## src/rtl/stopwatch_lap.sv

```systemverilog
// BCD stopwatch (mm:ss.cc) with run/pause/clear control, circular lap buffer and sticky overflow.
// Optional press debouncer enabled by defining STOPWATCH_DEBOUNCE_EN.
module stopwatch_lap #(
    parameter int CLK_HZ       = 50_000_000,
    parameter int LAP_DEPTH    = 8,
    parameter int DEBOUNCE_CYC = 1_000_000
) (
    input  logic                           Clk,
    input  logic                           Rst,
    input  logic                           fStart,
    input  logic                           fStop,
    input  logic                           fLap,
    input  logic [$clog2(LAP_DEPTH)-1:0]   iLapIdx,
    output logic [23:0]                    oTime,
    output logic                           oRun,
    output logic [1:0]                     oState,
    output logic                           oOvf,
    output logic [$clog2(LAP_DEPTH+1)-1:0] oLapCnt,
    output logic [23:0]                    oLapTime
);
    localparam int DIV = CLK_HZ / 100;
    localparam int PW  = (DIV > 2) ? $clog2(DIV) : 1;
    localparam int AW  = $clog2(LAP_DEPTH);
    localparam int CW  = $clog2(LAP_DEPTH + 1);

    typedef enum logic [1:0] {
        S_IDLE  = 2'b00,
        S_RUN   = 2'b01,
        S_PAUSE = 2'b10
    } state_t;

    // Button channels are packed {lap, stop, start}; idle level is high.
    logic [2:0] w_btn;
    logic [2:0] r_sync1;
    logic [2:0] r_sync2;
    logic [2:0] r_prev;
    logic [2:0] w_level;
    logic [2:0] w_press;
    logic       w_start;
    logic       w_stop;
    logic       w_lap;

    assign w_btn = {fLap, fStop, fStart};

    always_ff @(posedge Clk) begin
        if (!Rst) begin
            r_sync1 <= 3'b111;
            r_sync2 <= 3'b111;
            r_prev  <= 3'b111;
        end else begin
            r_sync1 <= w_btn;
            r_sync2 <= r_sync1;
            r_prev  <= w_level;
        end
    end

`ifdef STOPWATCH_DEBOUNCE_EN
    localparam int DCW = (DEBOUNCE_CYC > 1) ? $clog2(DEBOUNCE_CYC) : 1;

    logic [2:0]     r_deb;
    logic [DCW-1:0] r_dcnt [3];

    always_ff @(posedge Clk) begin
        if (!Rst) begin
            r_deb <= 3'b111;
            for (int i = 0; i < 3; i++) r_dcnt[i] <= '0;
        end else begin
            for (int i = 0; i < 3; i++) begin
                if (r_sync2[i] == r_deb[i]) begin
                    r_dcnt[i] <= '0;
                end else if (r_dcnt[i] == DCW'(DEBOUNCE_CYC - 1)) begin
                    r_deb[i]  <= r_sync2[i];
                    r_dcnt[i] <= '0;
                end else begin
                    r_dcnt[i] <= r_dcnt[i] + 1'b1;
                end
            end
        end
    end

    assign w_level = r_deb;
`else
    // Keeps the debounce parameter referenced when the debouncer is compiled out.
    logic [31:0] w_unused_db;
    assign w_unused_db = DEBOUNCE_CYC;
    assign w_level     = r_sync2;
`endif

    assign w_press = r_prev & ~w_level;
    assign w_start = w_press[0];
    assign w_stop  = w_press[1];
    assign w_lap   = w_press[2];

    state_t r_state;
    state_t w_next;
    logic   w_clear;

    always_comb begin
        w_next  = r_state;
        w_clear = 1'b0;
        case (r_state)
            S_IDLE:  if (w_start) w_next = S_RUN;
            S_RUN:   if (w_stop || w_start) w_next = S_PAUSE;
            S_PAUSE: begin
                if (w_stop) begin
                    w_next  = S_IDLE;
                    w_clear = 1'b1;
                end else if (w_start) begin
                    w_next = S_RUN;
                end
            end
            default: w_next = S_IDLE;
        endcase
    end

    logic [PW-1:0] r_presc;
    logic [23:0]   r_time;
    logic          r_ovf;
    logic [AW-1:0] r_wr_ptr;
    logic [CW-1:0] r_lap_cnt;
    logic [23:0]   r_lap_time;
    logic [23:0]   r_lap_ram [LAP_DEPTH];
    logic          w_tick;
    logic [23:0]   w_time_inc;
    logic          w_carry;
    logic [AW-1:0] w_slot;

    assign w_tick = (r_state == S_RUN) && (r_presc == PW'(DIV - 1));
    assign w_slot = r_wr_ptr - AW'(1) - iLapIdx;

    // Ripple BCD increment, c1 first; tens-of-seconds and tens-of-minutes wrap at 5.
    always_comb begin
        w_time_inc = r_time;
        w_carry    = 1'b1;
        for (int i = 0; i < 6; i++) begin
            if (w_carry) begin
                if (r_time[4*i +: 4] == ((i == 3 || i == 5) ? 4'd5 : 4'd9)) begin
                    w_time_inc[4*i +: 4] = 4'd0;
                end else begin
                    w_time_inc[4*i +: 4] = r_time[4*i +: 4] + 4'd1;
                    w_carry              = 1'b0;
                end
            end
        end
    end

    always_ff @(posedge Clk) begin
        if (!Rst) begin
            r_state    <= S_IDLE;
            r_presc    <= '0;
            r_time     <= '0;
            r_ovf      <= 1'b0;
            r_wr_ptr   <= '0;
            r_lap_cnt  <= '0;
            r_lap_time <= '0;
        end else begin
            r_state <= w_next;
            if (w_clear) begin
                r_presc   <= '0;
                r_time    <= '0;
                r_ovf     <= 1'b0;
                r_wr_ptr  <= '0;
                r_lap_cnt <= '0;
            end else if (r_state == S_RUN) begin
                if (w_tick) begin
                    r_presc <= '0;
                    r_time  <= w_time_inc;
                    if (w_carry) r_ovf <= 1'b1;
                end else begin
                    r_presc <= r_presc + 1'b1;
                end
                if (w_lap) begin
                    r_wr_ptr <= r_wr_ptr + 1'b1;
                    if (r_lap_cnt != CW'(LAP_DEPTH)) r_lap_cnt <= r_lap_cnt + 1'b1;
                end
            end
            r_lap_time <= (CW'(iLapIdx) < r_lap_cnt) ? r_lap_ram[w_slot] : 24'd0;
        end
    end

    // Lap storage holds the pre-tick time of the capture cycle.
    always_ff @(posedge Clk) begin
        if (r_state == S_RUN && w_lap) r_lap_ram[r_wr_ptr] <= r_time;
    end

    assign oTime    = r_time;
    assign oRun     = (r_state == S_RUN);
    assign oState   = r_state;
    assign oOvf     = r_ovf;
    assign oLapCnt  = r_lap_cnt;
    assign oLapTime = r_lap_time;
endmodule
```

## config.mk

```make
export PLATFORM = sky130hd
export DESIGN_NAME = stopwatch_lap
export DESIGN_NICKNAME = d
export VERILOG_FILES = /design/src/rtl/stopwatch_lap.sv
export SDC_FILE = /design/constraint.sdc
export NUM_CORES = 1
export LEC_CHECK = 0
export BUFFER_PORTS_ARGS = -buffer_cell sky130_fd_sc_hd__buf_4
export CORE_MARGIN = 5
export CORE_UTILIZATION = 40
export DETAILED_ROUTE_END_ITERATION = 6
export GPL_TIMING_DRIVEN = 1
export PLACE_DENSITY = 0.57
export SETUP_SLACK_MARGIN = 0.15
export SLEW_MARGIN = 20
export SYNTH_ARGS = -nofsm -noshare
export SYNTH_HDL_FRONTEND = slang
export SYNTH_SLANG_ARGS = --single-unit
```

## constraint.sdc

```tcl
create_clock -name Clk -period 4.37 [get_ports Clk]
set_clock_uncertainty 0.05 [all_clocks]
set_input_delay 0.2185 -clock Clk [delete_from_list [all_inputs] [get_ports Clk]]
set_output_delay 0.2185 -clock Clk [all_outputs]
set_load 0.05 [all_outputs]
```

=== Word level (Yosys, flattened, before mapping) ===
Memory sizes are Yosys's and may differ from the RTL's. A register that Yosys moved wholly into a read port is not among the register bits.
Index checks and enable logic that the tools add are counted.

* RAM bits: 192
* Memories kept: 1
* Output and inout port bits: 56
* Register bits: 62
* Input port bits: 8

{| class="wikitable"
|+ Memories
! memory !! words !! width !! rd ports !! clocked after Yosys merged registers in !! wr ports !! line !! RTL
|-
| r_lap_ram || 8 || 24 || 1 || 1 || 1 || 122 || <nowiki>logic [23:0] r_lap_ram [LAP_DEPTH];</nowiki>
|}

* Equality and inequality tests: 11
* Multiplexer cells: 26
* $lt $le $gt $ge: 1
* Bitwise logic cells: 3
* $add $sub $neg: 11
* Reduce and logical (&&, ||, !) cells: 16

{| class="wikitable"
|+ Operators with widths
! cell !! count
|-
| adder 4 x 1 -> 4 bit, second input constant || 7
|-
| 2-to-1 mux 4 bit || 6
|-
| AND reduction 3 bit || 7
|-
| adder 19 x 1 -> 19 bit, second input constant || 1
|-
| equality test 19 bit, second input constant || 1
|-
| 2-to-1 mux 19 bit || 1
|-
| equality test 4 bit, second input constant || 4
|-
| 2-to-1 mux 1 bit || 15
|-
| equality test 4 x 3 -> 1 bit, second input constant || 2
|-
| 2-to-1 mux 2 bit || 3
|-
| one-hot mux 2 bit (3 select lines) || 1
|-
| AND reduction 2 bit || 3
|-
| < comparator 3 x 4 -> 1 bit || 1
|-
| inequality test 4 bit, second input constant || 1
|-
| adder 3 x 1 -> 3 bit, second input constant || 1
|-
| AND 3 bit || 1
|-
| NOT 3 bit || 1
|-
| subtractor 3 x 1 -> 3 bit, second input constant || 1
|-
| subtractor 3 bit || 1
|-
| equality test 2 x 1 -> 1 bit, second input constant || 1
|-
| equality test 2 bit, second input constant || 1
|-
| logical AND 1 bit || 2
|-
| logical NOT 2 bit || 1
|-
| inequality test 2 x 1 -> 1 bit, second input constant || 1
|-
| other kinds (4) || 4
|}

=== Longest topological paths before layout ===
Gate-level depths: netlist of the first run.

* Word-level depth: 8
* Gate-level depth with buffers: 8

=== Worst setup path before layout of the first run ===
OpenSTA, ideal clock, no wires.

* Path kind: register to register
* Start point: reg r_state[0], in the netlist oState[0]
* End point: mem r_lap_ram[4][0] (enable)
* Library setup time: 0.435 ns
* Data required time: 3.885 ns
* Stages on the path, launching flop included: 6
* Arrival time: 3.272 ns
* Clock period less this slack: 3.757 ns
* Path buffers: 1
* Path slack: 0.613 ns
* Path through: dfxtp_1 > nand2b_1 > clkbuf_1 > nor3b_2 > nand2_1 > nor3_1

* Word-level cells in the longest chain between the ends: 4

{| class="wikitable"
|+ Ends and longest elaborated chain
! what !! line !! RTL
|-
| start, declared || 94 || <nowiki>state_t r_state;</nowiki>
|-
| start signal, assigned || 157 || <nowiki>r_state <= w_next;</nowiki>
|-
| equality test 2 x 1 -> 1 bit || 183 || <nowiki>if (r_state == S_RUN && w_lap) r_lap_ram[r_wr_ptr] <= r_time;</nowiki>
|-
| logical AND 1 bit || 183 ||
|-
| 2-to-1 mux 1 bit || 183 ||
|-
| 2-to-1 mux 1 bit (not written as such) || 183 ||
|-
| end, declared || 122 ||
|}

Every way passes these cells.

=== Final worst setup path of the first run ===
* Start point: reg r_state[0], in the netlist oState[0]
* End point: mem r_lap_ram[2][5] (enable)

Same word-level chain as after synthesis.

==> flow_summary.toml, run 1 <==
[critical_path]
worst_path_largest_cell_delay_ps = 760
cpLargestDelayFamily = "simple AND/OR/NAND/NOR gates"
critPathArrivalTime_ps = 3120
cpMaxStageDelayCell = "nor2_2"
path_buf_inv = 1
timing.rr.start = "oState[0]"
crit_path_start_kind = "register"
crit_top_cell = "nand2b_1"
crit_path_max_fanout = 13
cp-end-kind = "register"
crit_required_ps = 4550
cp_cell_sequence = "nand2b_1, nor3b_2, nand2b_1, nor2_2, buf_12"
path_class = "register to register"
worstSetupStartpoint = "oState[0]"

[floorplan]
fp.coreArea_um2 = 26700
die_y_um = 174
start_util_pct = 40.2
die_x_um = 174
rows = 60
dieArea_um2 = 30200
boundaryPins = 64

[global_routing]
overflow = 0
grt_pass1_wl_um = 36600
antenna_found_initial = 0
grt_pass1_vias = 6375
grt_max_degree = 49
grt_usage_pct = 15.2

[job]
cap_violations = 0

[clock_network]
post_cts_buffers = 0
clock_latency_ps = 530
htreeDepth = 1
path_clk_slew_ps = 60
cts_root_buffer = "clkbuf_16"
cts_tree = "built"
clockBufferDepth = 3
cts-buffers-inserted = 29
cts_sinks = 278

[synth]
synth_area_leader_cell = "edfxtp_1"
synth.yosys.seq_area_share_pct = 69.7
synth_area_leaders = "edfxtp_1 (54%), dfxtp_1 (16%), mux4_2 (10%), nand2_1 (2.7%), a21oi_1 (2.1%)"
synth_area_um2 = 10700
synth_flop_cell = "edfxtp_1"
syn_inst = 703
post-synth-top-count-cell = "edfxtp_1"
synth-edff-count = 192
synth_top_area_share_pct = 53.7
ys_ff_latch = 278
synth_common_cells = "edfxtp_1 (192), dfxtp_1 (86), nand2_1 (78), mux4_2 (48)"
syn_nets = 719
async_flop_share_pct = 0
ys_types = 59
avgSynthCellArea_um2 = 15.3
yosysWarnings = 0

[route]
avgRoutedWirePerCell_um = 19.9
drcViolationCount = 0
firstDrtPassIters = 5
ant_nets = 0
vias_per_cell = 5.23
wl_um = 22900
vias = 6032
drt_iter0_drc = 358

[sta]
finalCriticalPeriod_ps = 2940
fin_setup_tns_ps = 0
tightestPinTransition_ps = 1090
rsz0062_at_grt = "false"
fmax_mhz = 340
setup_viol = 0
fin_crit_sh_pct = 67.2
hold_viol_final = 0
relSlewSlack_pct = 26.4
slew_violations = 0

[cells_and_area]
fin_nets = 807
diodes = 0
syn_to_final_growth_pct = 18.7
utilization_pct = 47.7
layout-drive-gt1-share_pct = 23.8

[status]
status = "finished, final reports clean"

[power]
pwr_density_cell_nw_per_um2 = 427
p_leak_nw = 4.69
peakVddDrop_uv = 241

[placed_design]
gp_congestion = 0.734
port_buffers = 63
hpwl_um = 13500

[worst_hold_path]
hold_path_class = "register to register"
hp-start = "r_sync1[0]"
## state kept, by name, indices dropped and copies added, names as in the netlist, 4 cells and up
signal,cells
r_lap_ram,192
r_presc,19
oLapCnt,4
oLapTime,24
oTime,24
## cells in the final DEF, fill, tap and decap left out, drive strengths merged, types with 8 or more instances in the layout
cell,count
nand2b,14
a21oi,45
nand2,78
clkbuf,31
dfxtp,86
xnor2,8
buf,75
edfxtp,192
nand4,15
o21ai,9
nor2,45
nor2b,12
clkinv,14
xor2,24
mux4,48
inv,14
nand3,17
## final cells by class
type / count / area (µm²)
Clock buffer: 31 / 733
Fill cell: 2286 / 14000
Clock inverter: 21 / 234
Sequential cell: 278 / 7490
Timing Repair Buffer: 82 / 658
Inverter: 14 / 52.6
Tap cell: 341 / 427
Multi-Input combinational cell: 386 / 3170
## routing by layer
metal	GRT usage, %	routed length (µm)	up-vias	share of wire, %
li1	-	-	2823	-
met1	20.0	9810	3056	43
met2	26.3	11600	124	51
met3	2.85	1140	29	5.0
met4	3.56	346	0	1.5
met5	0	0	-	0
## final timing paths
path	endpoint	depth (start not counted)	slack [ps]
max	r_lap_ram[2][5]	5	1430
min	r_sync2[0]	1	360
max reg2reg	r_lap_ram[2][5]	5	1430
min reg2reg	r_sync2[0]	1	360
## through the flow
stage	std cells	worst slack [ps]	total power (W)	area [µm²]	hold WS, ps
5_1_grt	1153	1270	0.00565	12800	393
3_5_place_dp	1093	1420	0.00302	11700	350
2_1_floorplan	703	613	0.00297	10700	242
4_1_cts	1152	1390	0.00550	12700	366
6_report	1153	1430	0.00545	12800	363
3_3_place_gp	1093	1640	0.00302	11700	343
## kinds of logic after synthesis
group	share of synthesized area, %
compound gates	3.61
xor+xnor	2.61
fa+ha+maj	1.00
buf+inv	1.58
flops	69.7
mux	10.3
simple gates	11.2
## timing repair
action | in CTS | in global routing
resized for setup | 0 | 0
hold buffers | 7 | 0
hold endpoints to repair | 11 | 0
## power by group
| group | switching, W | internal (W) |
|---|---|---|
| Sequential | 0.00000598 | 0.00279 |
| Combinational | 0.0000995 | 0.0000703 |
| Clock | 0.000981 | 0.00150 |
Power figures use the tool's default switching activity.
==> inputs of run 2 (changes only) <==
PLACE_DENSITY = 0.59   (was 0.57)
clock period = 2.66 ns   (was 4.37 ns; I/O delays follow)
==> run 2 against run 1 <==
Critical path type unchanged. Sequential cell count unchanged. Cell count increased by 1.7%. Design area up 1.4%. Largest cell class unchanged. First-iteration DRC count increased by 32%. Sequential power up 64%.
==> flow_summary.toml, run 2 (synthesis results as in run 1) <==
[sta]
hold_viol_final = 0
fmax_mhz = 428
setup_viol = 0
relSlewSlack_pct = 49.6
slew_violations = 0
tightestPinTransition_ps = 751
fin_crit_sh_pct = 87.8
fin_setup_tns_ps = 0
timing.hold.ws_ps = 330
finalCriticalPeriod_ps = 2340
rsz0062_at_grt = "false"

[floorplan]
start_util_pct = 40.2
fp.coreArea_um2 = 26700
die_x_um = 174
boundaryPins = 64
die_y_um = 174
dieArea_um2 = 30200
rows = 60

[cells_and_area]
utilization_pct = 48.4
top_register = "r_lap_ram"
layout_commonest_cell = "edfxtp_1"
syn_to_final_growth_pct = 20.4
fin_nets = 826
diodes = 0
largest_reg_flops = 192
layout-drive-gt1-share_pct = 25.7
final_cell_mix = "edfxtp_1 (192), buf_4 (86), dfxtp_1 (84), nand2_1 (77), mux4_2 (48)"

[clock_network]
path_clk_slew_ps = 60
clock_latency_ps = 540
ctsHoldBuffers = 7
post_cts_buffers = 0
cts-resized-gates = 0
clockBufferDepth = 3
cts-buffers-inserted = 28
cts_sinks = 278
cts_tree = "built"
htreeDepth = 1
cts_root_buffer = "clkbuf_16"

[power]
pwr_density_cell_nw_per_um2 = 668
p_clk_share_pct = 43.4
peakVddDrop_uv = 512
comb_power_share_pct = 3.4
p_switching_w = 0.00175
p_leak_nw = 4.77
seqPwrFrac_pct = 53.2
p_int_w = 0.00688
swShare_pct = 20.3
p_total_w = 0.00864

[route]
wl_um = 23200
avgRoutedWirePerCell_um = 19.8
vias_per_cell = 5.27
vias = 6179
ant_nets = 0
firstDrtPassIters = 5
drcViolationCount = 0
drt_iter0_drc = 473

[global_routing]
grt_usage_pct = 15.4
grt_pass1_wl_um = 37000
grt_pass1_vias = 6605
grt_max_degree = 44
antenna_found_initial = 0
overflow = 0

[worst_hold_path]
hp-start = "iLapIdx[2]"
hold_path_class = "input pin to register"

[critical_path]
cp_cell_sequence = "or3b_1, nor2_1, nand4_1, or3_1, a21oi_1"
timing.rr.start = "oTime[3]"
crit_path_start_kind = "register"
cpLargestDelayFamily = "simple AND/OR/NAND/NOR gates"
worstSetupStartpoint = "oTime[3]"
path_buf_inv = 0
cpMaxStageDelayCell = "dfxtp_1"
crit_path_max_fanout = 13
crit_required_ps = 3070
worst_path_largest_cell_delay_ps = 520
critPathArrivalTime_ps = 2750
cp-end-kind = "register"
path_class = "register to register"

[placed_design]
gp_congestion = 0.788
hpwl_um = 13800
port_buffers = 63

[status]
status = "finished, final reports clean"

[job]
cap_violations = 0
-- run 2: worst paths after layout --
path,to,slack (ps),depth (start not counted)
max,oTime[17],320,5
min,oLapTime[1],330,6
max reg2reg,oTime[17],320,5
min reg2reg,r_sync2[1],360,1
-- run 2: area by class of cell --
cell class	instances	area, µm²
sequential	278	7490
inverter	14	52.6
multi-input combinational	386	3190
clock buffer	40	797
fill	2298	13800
timing repair buffer	102	896
clock inverter	12	85.1
tap	341	427
-- run 2: through the flow --
step | cells | worst slack [ps] | cell area, µm²
floorplan | 703 | 167 | 10800
global placement | 1114 | 474 | 12000
detailed placement | 1114 | 351 | 12000
CTS | 1173 | 334 | 12900
global route | 1173 | 161 | 12900
finish | 1173 | 324 | 12900
-- run 2: worst min-delay path, cell delays in order --
cell and delay, ps:
buf_4 100, xnor2_1 140, xor2_2 190, buf_12 170, nand2_1 70, a21oi_1 60
-- run 2: layer usage --
metal / share of wire, % / wire length (µm) / global-route usage, % / up-vias
li1: - / - / - / 2865
met1: 42 / 9720 / 20.1 / 3118
met2: 51 / 11800 / 26.7 / 163
met3: 5.6 / 1300 / 3.07 / 33
met4: 1.9 / 435 / 3.76 / 0
met5: 0 / 0 / 0 / -
-- run 2: power by group through the flow --
stage	Sequential [W]	Clock, W	Combinational, W
6_report	0.00460	0.00374	0.000296
5_1_grt	0.00459	0.00403	0.000321
3_5_place_dp	0.00469	0	0.000294
3_3_place_gp	0.00469	0	0.000292
2_1_floorplan	0.00471	0	0.000173
4_1_cts	0.00459	0.00384	0.000302
==> inputs of run 3 (changes only) <==
CORE_UTILIZATION = 50   (was 40)
PLACE_DENSITY = 0.7   (was 0.59)
==> run 3 against run 2 <==
Sequential share of layout area is 0.38 points higher. Sequential power about the same. Sequential cell count unchanged. Hold slack improved by 15 ps. Via count grew 0.68%. Global-route usage is 3.4 points higher. Combinational power grew 2%. Die area is 19% lower. Count of clock-buffer cells in the layout up 2. Critical path depth is the same. Cell count down 5.8%. Critical endpoint is now oTime[23]. Largest power group unchanged.
==> flow_summary.toml, run 3 (synthesis results as in run 1) <==
[status]
status = "finished, final reports clean"

[placed_design]
gp_congestion = 0.794
place_area_um2 = 11900
port_buffers = 63
hpwl_um = 13200

[critical_path]
cp-end-kind = "register"
path_class = "register to register"
cpLargestDelayFamily = "simple AND/OR/NAND/NOR gates"
crit_required_ps = 3070
cp_cell_sequence = "or3b_1, nor3_2, nand4_2, or4_1, a21oi_1"
worst_path_largest_cell_delay_ps = 570
critPathArrivalTime_ps = 2740
cpMaxStageDelayCell = "dfxtp_1"
crit_path_start_kind = "register"
crit_path_max_fanout = 13
path_buf_inv = 0

[clock_network]
htreeDepth = 1
cts_root_buffer = "clkbuf_16"
cts_tree = "built"
clockBufferDepth = 3
clock_latency_ps = 530
post_cts_buffers = 0
path_clk_slew_ps = 70
cts-buffers-inserted = 28
cts_sinks = 278

[sta]
timing.hold.ws_ps = 345
slew_violations = 0
fmax_mhz = 429
finalCriticalPeriod_ps = 2330
fin_crit_sh_pct = 87.7
setup_viol = 0
rsz0062_at_grt = "false"
hold_viol_final = 0
tightestPinTransition_ps = 722
relSlewSlack_pct = 51.5
fin_setup_tns_ps = 0

[route]
avgRoutedWirePerCell_um = 20.1
ant_nets = 0
wl_um = 22200
vias = 6221
firstDrtPassIters = 5
drt_iter0_drc = 427
drcViolationCount = 0
vias_per_cell = 5.63

[cells_and_area]
layout_commonest_cell = "edfxtp_1"
final_cell_mix = "edfxtp_1 (192), buf_4 (86), dfxtp_1 (84), nand2_1 (77), mux4_2 (48)"
diodes = 0
largest_reg_flops = 192
finalInstanceArea_um2 = 12900
layout-drive-gt1-share_pct = 25.7
fin_nets = 824
top_register = "r_lap_ram"
utilization_pct = 60.9
n_fill_cell = 1524
syn_to_final_growth_pct = 19.6

[floorplan]
boundaryPins = 64
dieArea_um2 = 24500
fp.coreArea_um2 = 21100
start_util_pct = 51.0
rows = 53
die_y_um = 157
die_x_um = 157

[global_routing]
grt_pass1_wl_um = 36300
grt_pass1_vias = 6486
grt_usage_pct = 18.8
overflow = 0
grt_max_degree = 28
antenna_found_initial = 0

[power]
pwr_density_cell_nw_per_um2 = 676
p_total_w = 0.00869
p_leak_nw = 4.78
peakVddDrop_uv = 538

[job]
cap_violations = 0

[worst_hold_path]
hold_path_class = "input pin to register"
==> run 3: worst reg2reg max path, cell delays in order, from the launching register on <==
cell	delay, ps
dfxtp_1	570
or3b_1	480
nor3_2	350
nand4_2	230
or4_1	440
a21oi_1	140
==> run 3: cell type report <==
type	instances	area, µm²	share of cell area (%)
Sequential cell	278	7490	58.3
Multi-Input combinational cell	386	3200	24.9
Timing Repair Buffer	100	856	6.66
Clock buffer	42	826	6.43
Tap cell	275	344	2.68
Clock inverter	10	77.6	0.604
Inverter	14	52.6	0.409
==> run 3: routing by layer <==
layer | vias to the layer above | routed length (µm) | share of wire [%] | GRT usage [%]
met3 | 32 | 1350 | 6.1 | 3.35
met4 | 0 | 440 | 2.0 | 4.71
met5 | - | 0 | 0 | 0
met1 | 3130 | 9080 | 41 | 25.3
met2 | 198 | 11300 | 51 | 32.0
li1 | 2861 | - | - | -
==> run 3: where the power goes <==
part,total [W],internal (W),switching (W)
Combinational,0.000303,0.000133,0.000170
Sequential,0.00459,0.00459,0.00000943
Clock,0.00379,0.00224,0.00156
Total,0.00869,0.00696,0.00173
==> run 3: final timing paths <==
kind | slack (ps) | startpoint | depth (start not counted) | end
hold / removal | 340 | iLapIdx[2] | 7 | oLapTime[3]
setup / recovery | 330 | oTime[3] | 5 | oTime[23]
setup reg to reg | 330 | oTime[3] | 5 | oTime[23]
hold reg to reg | 360 | r_sync1[2] | 1 | r_sync2[2]
==> run 3: through the flow <==
stage / cells / setup WS (ps)
finish: 1105 / 327
global route: 1105 / 176
CTS: 1105 / 322
detailed placement: 1046 / 338
global placement: 1046 / 434
floorplan: 703 / 167
==> run 3: what timing repair did <==
action	in CTS	in global routing
resized for setup	0	1
endpoints found under the hold margin	11	0
endpoints found under the setup margin	0	3
hold buffers	7	0
